<file path="src/rtl/fetch_unit.sv">
// Instruction fetch stage: latches the PC, performs one outstanding memory
// read over a req/gnt/rvalid handshake and holds the returned word in the
// instruction register until the controller acknowledges it.
module fetch_unit #(
  parameter int unsigned AW  = 16,
  parameter int unsigned IW  = 16,
  parameter int unsigned OPW = 4
) (
  input  logic              clk,
  input  logic              rst,
  input  logic [AW-1:0]     pc_addr,
  input  logic              fetch_en,
  input  logic              flush,
  output logic              mem_req,
  output logic [AW-1:0]     mem_addr,
  input  logic              mem_gnt,
  input  logic              mem_rvalid,
  input  logic [IW-1:0]     mem_rdata,
  output logic              pcinc,
  output logic [IW-1:0]     ir,
  output logic [OPW-1:0]    opcode,
  output logic [IW-OPW-1:0] operand,
  output logic              ir_valid,
  input  logic              ir_ack,
  output logic              busy
);

  typedef enum logic [1:0] {
    StIdle,
    StReq,
    StWait,
    StHold
  } state_e;

  state_e          state_q, state_d;
  logic            mem_req_q, mem_req_d;
  logic [AW-1:0]   mem_addr_q, mem_addr_d;
  logic            pcinc_q, pcinc_d;
  logic [IW-1:0]   ir_q, ir_d;
  logic            ir_valid_q, ir_valid_d;
  // Set when the granted read must be discarded on arrival.
  logic            drop_q, drop_d;

  // State and output registers; reset abandons any transaction in flight.
  always_ff @(posedge clk or posedge rst) begin
    if (rst) begin
      state_q    <= StIdle;
      mem_req_q  <= 1'b0;
      mem_addr_q <= '0;
      pcinc_q    <= 1'b0;
      ir_q       <= '0;
      ir_valid_q <= 1'b0;
      drop_q     <= 1'b0;
    end else begin
      state_q    <= state_d;
      mem_req_q  <= mem_req_d;
      mem_addr_q <= mem_addr_d;
      pcinc_q    <= pcinc_d;
      ir_q       <= ir_d;
      ir_valid_q <= ir_valid_d;
      drop_q     <= drop_d;
    end
  end

  // Next-state and next-output logic for the fetch sequence.
  always_comb begin
    state_d    = state_q;
    mem_req_d  = mem_req_q;
    mem_addr_d = mem_addr_q;
    pcinc_d    = 1'b0;
    ir_d       = ir_q;
    ir_valid_d = ir_valid_q;
    drop_d     = drop_q;

    unique case (state_q)
      StIdle: begin
        if (fetch_en && !flush) begin
          mem_addr_d = pc_addr;
          mem_req_d  = 1'b1;
          state_d    = StReq;
        end
      end

      StReq: begin
        if (mem_gnt) begin
          mem_req_d = 1'b0;
          state_d   = StWait;
          // A flush in the grant cycle cannot retract the read, so mark it
          // for discard instead of advancing the PC.
          if (flush) begin
            drop_d = 1'b1;
          end else begin
            pcinc_d = 1'b1;
          end
        end else if (flush) begin
          mem_req_d = 1'b0;
          state_d   = StIdle;
        end
      end

      StWait: begin
        if (flush) begin
          drop_d = 1'b1;
        end
        if (mem_rvalid) begin
          if (drop_q || flush) begin
            drop_d  = 1'b0;
            state_d = StIdle;
          end else begin
            ir_d       = mem_rdata;
            ir_valid_d = 1'b1;
            state_d    = StHold;
          end
        end
      end

      StHold: begin
        if (flush) begin
          ir_valid_d = 1'b0;
          state_d    = StIdle;
        end else if (ir_ack) begin
          ir_valid_d = 1'b0;
          if (fetch_en) begin
            mem_addr_d = pc_addr;
            mem_req_d  = 1'b1;
            state_d    = StReq;
          end else begin
            state_d = StIdle;
          end
        end
      end

      default: begin
        state_d = StIdle;
      end
    endcase
  end

  assign mem_req  = mem_req_q;
  assign mem_addr = mem_addr_q;
  assign pcinc    = pcinc_q;
  assign ir       = ir_q;
  assign ir_valid = ir_valid_q;
  assign opcode   = ir_q[IW-1:IW-OPW];
  assign operand  = ir_q[IW-OPW-1:0];
  assign busy     = (state_q != StIdle);

endmodule

</file>
<file path="config.mk">
export PLATFORM = sky130hd
export DESIGN_NAME = fetch_unit
export DESIGN_NICKNAME = d
export VERILOG_FILES = /design/src/rtl/fetch_unit.sv
export SDC_FILE = /design/constraint.sdc
export NUM_CORES = 1
export LEC_CHECK = 0
export ABC_AREA = 0
export CORE_MARGIN = 4
export CORE_UTILIZATION = 40
export CTS_CLUSTER_SIZE = 20
export DETAILED_ROUTE_END_ITERATION = 6
export PLACE_DENSITY = 0.77
export SYNTH_ARGS = -nofsm -noshare
export SYNTH_HDL_FRONTEND = slang
export SYNTH_SLANG_ARGS = --single-unit
</file>
<file path="constraint.sdc">
create_clock -name clk -period 4.1 [get_ports clk]
set_input_delay 0.82 -clock clk [delete_from_list [all_inputs] [get_ports clk]]
set_output_delay 0.82 -clock clk [all_outputs]
set_load 0.02 [all_outputs]
</file>
==> reports/results.tsv <==
metric	value	unit
status	completed	
area_growth	42.17	%
start_util	41.13	%
critPathRequiredTime	3.28	ns
drv_slew	0	
power_leakage	1.209	nW
post_synth.cell_area_avg	10.88	sq um
fin_cells	333	
holdBufCountCts	0	
nets	301	
hold_class	reg2reg	
synth_common_cells	dfrtp_1 (38), buf_4 (18), nor2_1 (13)	
routabilityCongestion	0.7808	
stdcell_area	0.002987	sq mm
vias_per_cell	5.300	
die_h	80.47	microns
worstSetupEndpointType	output pin	
vias	1765	
finalHoldViolations	0	
start_kind	flip-flop	
clkSinkCount	38	
first_global_vias	1800	
synth_top_area_share	45.27	%
ir_drop	0.3777	mV
cp_max_fo	24	
fillers	462	
diodes	0	
worstPathArrival	1.96	ns
cts_tree	yes	
grt_pass1_wl	8.507	mm
ys_ff_latch	38	
powerDensity	780.7	mW/mm^2
max_slew_margin	30.09	%
fin_crit_sh	67.84	%
post_cts_buffers	0	
yosysSeqAreaShare	45.27	%
setup_viol	0	
fin_skew	0.004115	ns
netlist_instances	193	
rows	26	
dp.cells	325	
die_area	0.006475	sq mm
ios	91	
clk_latency	0.29	ns
dr.pass1.iters	7	
htreeDepth	2	
grt_setup_unrepaired	no	
dpl_cell_area	0.002895	sq mm
period_minus_slack	2.782	ns
ant_nets	0	
yosysWarnings	0	
tightest_slew	1.048	ns
grt_overflow	0	
clockBufferDepth	2	
fmax	0.3595	GHz
grt_max_degree	28	
synth_ff_type	dfrtp_1	
synth_edf_count	0	
route.detailed.drc	0	
clockRootBuffer	clkbuf_8	
drtIter0Drc	99	
cts_buffers	5	
antenna_found_initial	0	
yosysUniqueCellTypes	31	
final.setup.tns	0	ns
track_usage	16.94	%
port_buffers	90	
routed_wl	5.361	mm
die_x	80.47	microns
yosysTopAreaCell	dfrtp_1	
hpwl	3.836	mm
fin_util	58.48	%
core-area	0.005107	sq mm
wl_per_cell	16.10	microns
syn_nets	232	
clkTransAtPathRegs	0.08	ns
ys_top_cells_by_area	dfrtp_1 (45%), mux2_4 (8.6%), buf_4 (6.4%), o2bb2ai_1 (5.0%), a211oi_1 (4.3%)	
drive_gt1_share	12.93	%
maxCapViolCount	0	
netlist_area	0.002101	sq mm
post_cts_resized	0	
synth_most_common_cell	dfrtp_1	
async_flop_share	100.0	%
crit_type	reg2out	
[final cells by class]
cell class / count / area [sq um] / area share, %
Sequential cell: 38 / 950.9 / 31.84
Multi-Input combinational cell: 121 / 925.9 / 31.00
Timing Repair Buffer: 92 / 915.9 / 30.67
Tap cell: 70 / 87.58 / 2.933
Clock buffer: 7 / 86.33 / 2.891
Inverter: 4 / 15.01 / 0.5027
Clock inverter: 1 / 5.005 / 0.1676
[per-layer routing]
metal  up-vias  share of wire, %  global-route usage [%]
li1        814                 -                       -
met2        68                50                   27.48
met1       876                42                   20.65
met4         0               1.8                   7.770
met5         -                 0                       0
met3         7               6.0                   4.933
[final timing paths]
check / end / slack, ns / cells past startpoint / startpoint
hold / removal: ir_valid / 0.49 / 2 / ir_valid
hold reg to reg: ir_valid / 0.49 / 2 / ir_valid
setup / recovery: busy / 1.32 / 2 / state_q[0]
setup reg to reg: mem_addr[1] / 1.94 / 3 / state_q[0]
min in group asynchronous: ir[3] / 1.10 / 2 / rst
max in group asynchronous: state_q[0] / 2.23 / 3 / rst
[placed cells by master, fill, tap and decap left out, drive strengths merged]
cell | netlist | final
clkinv | 0 | 1
o21ai | 6 | 6
o221ai | 1 | 1
o2bb2ai | 12 | 12
or2b | 7 | 7
and2 | 1 | 1
nor2b | 1 | 1
clkbuf | 5 | 7
dfrtp | 38 | 38
nor3 | 12 | 12
or2 | 1 | 1
a21oi | 4 | 4
nand3b | 1 | 1
nor2 | 14 | 14
nand2b | 8 | 8
a211oi | 12 | 12
nand2 | 3 | 3
mux2 | 20 | 20
clkdlybuf4s50 | 0 | 90
nand4 | 1 | 1
buf | 25 | 2
nand3 | 1 | 1
a21o | 2 | 2
inv | 4 | 4
o211ai | 2 | 2
o22ai | 12 | 12
[per-stage QoR]
step,power [W],hold slack (ns),setup slack [ns]
final,0.002332,0.4908,1.318
after global routing,0.002463,0.5342,1.232
after CTS,0.002350,0.4944,1.317
after detailed placement,0.002074,0.4755,1.518
after global placement,0.002034,0.4629,1.549
after floorplan,0.001555,0.5612,2.292
[power by group]
group	total (W)	internal [W]	switching (W)
Combinational	0.00131	0.000701	0.000612
Clock	0.000270	0.000136	0.000134
Sequential	0.000749	0.000554	0.000195
Total	0.00233	0.00139	0.000941
[sequential cells by signal (all words and copies together), names as in the netlist]
register  flops
pcinc         1
mem_addr     16
ir_valid      1
state_q       2
mem_req       1
ir           16
drop_q        1
[worst max-delay path, cell delays in order (launching register included)]
cell and delay (ns):
dfrtp_1 0.81, or2_4 0.26, clkdlybuf4s50_1 0.60
[cells by family after synthesis]
kind of cell | count (synthesis) | synth area share (%)
compound gates | 51 | 17.45
flops | 38 | 45.26
simple gates | 50 | 13.76
buf+inv | 34 | 10.66
mux | 20 | 12.86
No activity file was read; power rests on OpenSTA's default activity.
